### src/rtl/am_product_accumulator_if.sv
// Stream interface for the product accumulator: product beats in, one frame result out.
// The master side is the producer/consumer pair around the block; the slave side is the accumulator.
interface am_product_accumulator_if #(
    parameter int PROD_W = 16,
    parameter int ACC_W  = 24,
    parameter int LEN    = 16
);
    localparam int CNT_W = $clog2(LEN + 1);

    logic              in_valid;
    logic              in_ready;
    logic [PROD_W-1:0] in_prod;
    logic              in_last;
    logic              out_valid;
    logic              out_ready;
    logic [ACC_W-1:0]  out_sum;
    logic [CNT_W-1:0]  out_count;
    logic              out_ovf;

    modport master (
        output in_valid,
        output in_prod,
        output in_last,
        output out_ready,
        input  in_ready,
        input  out_valid,
        input  out_sum,
        input  out_count,
        input  out_ovf
    );

    modport slave (
        input  in_valid,
        input  in_prod,
        input  in_last,
        input  out_ready,
        output in_ready,
        output out_valid,
        output out_sum,
        output out_count,
        output out_ovf
    );
endinterface

### src/rtl/am_product_accumulator.sv
// Accumulates a frame of up to LEN unsigned products into a saturating ACC_W-bit sum
// and holds one result per frame until the downstream consumer takes it.
module am_product_accumulator #(
    parameter int PROD_W = 16,
    parameter int ACC_W  = 24,
    parameter int LEN    = 16
) (
    input logic                      clk,
    input logic                      rst,
    am_product_accumulator_if.slave  acc_if
);
    localparam int CNT_W = $clog2(LEN + 1);

    typedef enum logic [1:0] {
        IDLE  = 2'd0,
        ACCUM = 2'd1,
        HOLD  = 2'd2
    } state_t;

    state_t             state_q;
    logic [ACC_W-1:0]   acc_q;
    logic [CNT_W-1:0]   cnt_q;
    logic               ovf_q;
    logic               in_ready_q;
    logic               out_valid_q;
    logic [ACC_W-1:0]   out_sum_q;
    logic [CNT_W-1:0]   out_count_q;
    logic               out_ovf_q;

    logic               accept;
    logic [ACC_W:0]     sum_wide;
    logic [ACC_W-1:0]   acc_d;
    logic [CNT_W-1:0]   cnt_d;
    logic               ovf_d;
    logic               closing;

    assign accept = acc_if.in_valid && in_ready_q;

    // Candidate frame state if the current beat is taken; a beat in IDLE starts a fresh frame.
    always_comb begin
        sum_wide = {1'b0, acc_q} + (ACC_W + 1)'(acc_if.in_prod);
        acc_d    = '0;
        cnt_d    = '0;
        ovf_d    = 1'b0;
        if (state_q == IDLE) begin
            acc_d = ACC_W'(acc_if.in_prod);
            cnt_d = CNT_W'(1);
            ovf_d = 1'b0;
        end else begin
            acc_d = sum_wide[ACC_W] ? {ACC_W{1'b1}} : sum_wide[ACC_W-1:0];
            cnt_d = cnt_q + CNT_W'(1);
            ovf_d = ovf_q | sum_wide[ACC_W];
        end
        closing = acc_if.in_last || (cnt_d == CNT_W'(LEN));
    end

    always_ff @(posedge clk) begin
        if (rst) begin
            state_q     <= IDLE;
            acc_q       <= '0;
            cnt_q       <= '0;
            ovf_q       <= 1'b0;
            in_ready_q  <= 1'b1;
            out_valid_q <= 1'b0;
            out_sum_q   <= '0;
            out_count_q <= '0;
            out_ovf_q   <= 1'b0;
        end else begin
            case (state_q)
                IDLE, ACCUM: begin
                    if (accept) begin
                        if (closing) begin
                            out_sum_q   <= acc_d;
                            out_count_q <= cnt_d;
                            out_ovf_q   <= ovf_d;
                            out_valid_q <= 1'b1;
                            in_ready_q  <= 1'b0;
                            acc_q       <= '0;
                            cnt_q       <= '0;
                            ovf_q       <= 1'b0;
                            state_q     <= HOLD;
                        end else begin
                            acc_q       <= acc_d;
                            cnt_q       <= cnt_d;
                            ovf_q       <= ovf_d;
                            state_q     <= ACCUM;
                        end
                    end
                end
                HOLD: begin
                    // The result stays put until taken; input reopens the cycle after the handshake.
                    if (acc_if.out_ready) begin
                        out_valid_q <= 1'b0;
                        in_ready_q  <= 1'b1;
                        state_q     <= IDLE;
                    end
                end
                default: begin
                    state_q     <= IDLE;
                    in_ready_q  <= 1'b1;
                    out_valid_q <= 1'b0;
                end
            endcase
        end
    end

    assign acc_if.in_ready  = in_ready_q;
    assign acc_if.out_valid = out_valid_q;
    assign acc_if.out_sum   = out_sum_q;
    assign acc_if.out_count = out_count_q;
    assign acc_if.out_ovf   = out_ovf_q;
endmodule
### src/flat_wrapper.sv
// flat-port wrapper written by rule: the top's interface ports become plain ports
module am_product_accumulator_flat 
#(
    parameter int PROD_W = 16,
    parameter int ACC_W  = 24,
    parameter int LEN    = 16
)
  (clk, rst, acc_if_in_valid, acc_if_in_prod, acc_if_in_last, acc_if_out_ready, acc_if_in_ready, acc_if_out_valid, acc_if_out_sum, acc_if_out_count, acc_if_out_ovf);
  am_product_accumulator_if #(.PROD_W(PROD_W), .ACC_W(ACC_W), .LEN(LEN)) acc_if_i ();
  input logic clk;
  input logic rst;
  input wire logic [$bits(acc_if_i.in_valid)-1:0] acc_if_in_valid;
  input wire logic [$bits(acc_if_i.in_prod)-1:0] acc_if_in_prod;
  input wire logic [$bits(acc_if_i.in_last)-1:0] acc_if_in_last;
  input wire logic [$bits(acc_if_i.out_ready)-1:0] acc_if_out_ready;
  output wire logic [$bits(acc_if_i.in_ready)-1:0] acc_if_in_ready;
  output wire logic [$bits(acc_if_i.out_valid)-1:0] acc_if_out_valid;
  output wire logic [$bits(acc_if_i.out_sum)-1:0] acc_if_out_sum;
  output wire logic [$bits(acc_if_i.out_count)-1:0] acc_if_out_count;
  output wire logic [$bits(acc_if_i.out_ovf)-1:0] acc_if_out_ovf;
  assign acc_if_i.in_valid = acc_if_in_valid;
  assign acc_if_i.in_prod = acc_if_in_prod;
  assign acc_if_i.in_last = acc_if_in_last;
  assign acc_if_i.out_ready = acc_if_out_ready;
  assign acc_if_in_ready = acc_if_i.in_ready;
  assign acc_if_out_valid = acc_if_i.out_valid;
  assign acc_if_out_sum = acc_if_i.out_sum;
  assign acc_if_out_count = acc_if_i.out_count;
  assign acc_if_out_ovf = acc_if_i.out_ovf;
  am_product_accumulator #(.PROD_W(PROD_W), .ACC_W(ACC_W), .LEN(LEN)) u_core (.clk(clk), .rst(rst), .acc_if(acc_if_i));
endmodule
### config.mk
export PLATFORM = sky130hd
export DESIGN_NAME = am_product_accumulator_flat
export DESIGN_NICKNAME = d
export VERILOG_FILES = /design/src/rtl/am_product_accumulator_if.sv /design/src/rtl/am_product_accumulator.sv /design/src/flat_wrapper.sv
export SDC_FILE = /design/constraint.sdc
export NUM_CORES = 1
export LEC_CHECK = 0
export CORE_MARGIN = 2
export CORE_UTILIZATION = 40
export CTS_BUF_LIST = sky130_fd_sc_hd__clkbuf_4 sky130_fd_sc_hd__clkbuf_8 sky130_fd_sc_hd__clkbuf_16
export DETAILED_ROUTE_END_ITERATION = 16
export GPL_TIMING_DRIVEN = 0
export HOLD_SLACK_MARGIN = 0.02
export SETUP_SLACK_MARGIN = 0.05
export SLEW_MARGIN = 20
export SYNTH_ARGS = -nofsm -noshare
export SYNTH_HDL_FRONTEND = slang
export SYNTH_SLANG_ARGS = --single-unit
### constraint.sdc
create_clock -name clk -period 4.24 [get_ports clk]
set_clock_uncertainty 0.1 [all_clocks]
set_input_delay 1.06 -clock clk [delete_from_list [all_inputs] [get_ports clk]]
set_output_delay 1.06 -clock clk [all_outputs]
set_load 0.01 [all_outputs]
==> qor.yml <==
run_status:
  outcome: "complete, no violations"
global_routing:
  grt.overflow.total: 0
  first_global_vias: 3531
  grt_pass1_wl_um: 18000
  grt_use_total: 0.228
  antenna_found_initial: 0
  grt_max_degree: 12
place:
  placed_area_sq_um: 4390
  hpwl_um: 8490
  gp_congestion: 0.940
  numPortBuffers: 52
  dp.cells: 623
routing:
  top_layer: "met4"
  met3_length_um: 475
  drt-met1-wl_um: 5330
  via_count: 3634
  detail_route.first_pass.iterations: 5
  avgRoutedWirePerCell_um: 17.6
  wirelength_um: 11200
  drtIter0Drc: 216
  met2_length_um: 5170
  ant_nets: 0
  viasPerCell: 5.69
  drc: 0
timing:
  final.period_utilization: 0.916
  maxSlewHeadroom: 0.571
  grt_setup_unrepaired: "no"
  tightest_slew_ns: 0.641
  hold_viol: 0
  holdWs_ns: 0.351
  report.final.slew_viol_count: 0
  max_freq_mhz: 257
  fin_setup_tns_ns: 0
  fin_crit_ns: 3.88
  finalSetupViolations: 0
finish:
  drive_above_1_share: 0.0890
  synthToLayoutAreaGrowth_pct: 23.2
  final_cell_mix: "dfxtp_1, a21oi_1, clkdlybuf4s50_1"
  diodes: 0
  final_nets: 562
  layout.cells.most_common: "dfxtp_1"
  instances_no_fill: 639
  fin_area_sq_um: 4600
cts:
  hold_buffers: 0
  cts_setup_buffers: 0
  clkTransAtPathRegs_ns: 0.08
  cts_tree: "built"
  cts.path.max_buffers: 2
  ctsHtreeMaxLevel: 3
  worstSkewPairLatency_ns: 0.36
  cts_buffers: 9
  cts_resized: 0
  ctsRootBufferMaster: "clkbuf_8"
  cts_sinks: 64
setup_path:
  rr_startpoint: "u_core.acc_q[0]$_SDFFE_PP0P_"
  path_class: "in2reg"
  arrival_ns: 4.00
  r2r_end: "u_core.acc_if.out_sum[13]$_SDFFE_PP0P_"
  cp-start-kind: "primary input"
  cp-end-kind: "flip-flop"
  r2r_cells: 9
  crit_fanout: 7
  r2r_setup_slack_ns: 1.23
  required_ns: 4.36
min_path:
  holdPathEnd: "u_core.acc_if.out_sum[20]$_SDFFE_PP0P_"
  hold_depth: 2
  min_from: "u_core.acc_if.out_sum[20]$_SDFFE_PP0P_"
  min_path_type: "reg2reg"
synth:
  synth_top_area_cell: "dfxtp_1"
  syn_area_sq_um: 3730
  synthAdderAreaFrac: 0.0624
  syn_area_per_cell_sq_um: 8.11
  synth_mux_area_frac: 0.0137
  synth_top_family_by_area: "compound AO/OA/AOI/OAI gates"
  seq_area_frac_synth: 0.343
  synthesis.nets: 499
  async_flop_share: 0
  yosys_warnings: 0
  synthTopCellsByArea: "dfxtp_1, a21oi_1, ha_1"
  synth_xor_area_frac: 0.0375
  yosysTopAreaCellShare: 0.343
  ys_ff_latch: 64
  synth_compound_area_frac: 0.298
  netlist_instances: 460
  synth_flop_cell: "dfxtp_1"
  synth-simple-area-share: 0.200
  yosysUniqueCellTypes: 59
  synth_edf_count: 0
floorplanning:
  core_sq_um: 9150
  ios: 53
  initial_utilization: 0.408
  die_w_um: 101
  die_h_um: 101
  rows: 35
  die-area_sq_um: 10100
power_and_ir_drop:
  vdd_drop_max_v: 0.000203
  total_power_w: 0.00152
  powerDensity_nw_per_um2: 332
  power_leakage_nw: 1.73
flow_run:
  drv_cap: 0
[cells in the mapped netlist, types with 6 or more instances]
cell and n:
nand3_1 15, nor3_1 6, xor2_1 6, o21ai_0 37, clkbuf_1 15, ha_1 17
dfxtp_1 64, nand2_1 50, a211oi_1 8, o22ai_1 6, o21bai_1 6, buf_2 7
and3_1 12, a22o_1 12, a21o_1 8, a21oi_1 53, nor2_1 39, xnor2_1 10
nand4_1 7
[layer usage]
layer | vias up | global-route usage
li1 | 1817 | -
met1 | 1701 | 0.299
met2 | 98 | 0.378
met3 | 18 | 0.0409
met4 | 0 | 0.0748
met5 | - | 0
[kinds of logic after synthesis]
logic type	count (synthesis)
and+or+nand+nor	154
AOI/OAI and AO/OA	169
DFF	64
adders and majority gates	18
muxes	5
xor gates and xnor gates	16
buffers and inverters	34
[critical path, stage by stage]
cell,delay [ns]
clkdlybuf4s50_1,0.44
ha_1,0.26
fa_1,0.48
a211oi_4,0.32
nor4_2,0.10
nor3_2,0.35
a21oi_1,0.28
a22o_1,0.27
nor3_1,0.30
a211oi_1,0.13
[sequential cells by signal (all words and copies together) (netlist names)]
| register | flops |
|---|---|
| u_core.cnt_q | 5 |
| u_core.acc_q | 24 |
| u_core.acc_if.out_ovf | 1 |
| u_core.acc_if.out_valid | 1 |
| u_core.acc_if.out_sum | 24 |
| u_core.state_q | 2 |
| u_core.acc_if.out_count | 5 |
| u_core.acc_if.in_ready | 1 |
| u_core.ovf_q | 1 |
[stage by stage]
step / utilization / setup slack, ns
after floorplan: - / 0.783
after global placement: 0.480 / 0.0364
after detailed placement: 0.480 / 0.0171
after CTS: 0.502 / 0.364
after global routing: 0.502 / 0.217
final: 0.502 / 0.356
[worst max path at each step]
stage                                 start                                      to  slack [ns]  cells after the start
final                     acc_if_in_prod[0]  u_core.acc_if.out_sum[13]$_SDFFE_PP0P_        0.36                     10
after global placement    acc_if_in_prod[0]  u_core.acc_if.out_sum[13]$_SDFFE_PP0P_        0.04                     10
after floorplan           acc_if_in_prod[0]           u_core.acc_q[12]$_SDFFE_PP0P_        0.78                      9
after global routing      acc_if_in_prod[0]   u_core.acc_if.out_sum[3]$_SDFFE_PP0P_        0.22                     11
after detailed placement  acc_if_in_prod[0]            u_core.acc_q[9]$_SDFFE_PP0P_        0.02                     11
after CTS                 acc_if_in_prod[0]            u_core.acc_q[9]$_SDFFE_PP0P_        0.36                     11
[area by class of cell]
type                            instances  area [sq um]
Buffer                                 30           155
Clock buffer                           12           153
Clock inverter                          4          53.8
Fill cell                             926          4550
Inverter                                4          15.0
Multi-Input combinational cell        362          2280
Sequential cell                        64          1280
Tap cell                              111           139
Timing Repair Buffer                   52           520
[power breakdown]
part	internal (W)	total, W	switching, W
sequential	0.000625	0.000640	0.0000147
combinational	0.000133	0.000328	0.000195
clock	0.000302	0.000557	0.000256
total	0.00106	0.00152	0.000465
Power figures use the tool's default switching activity.
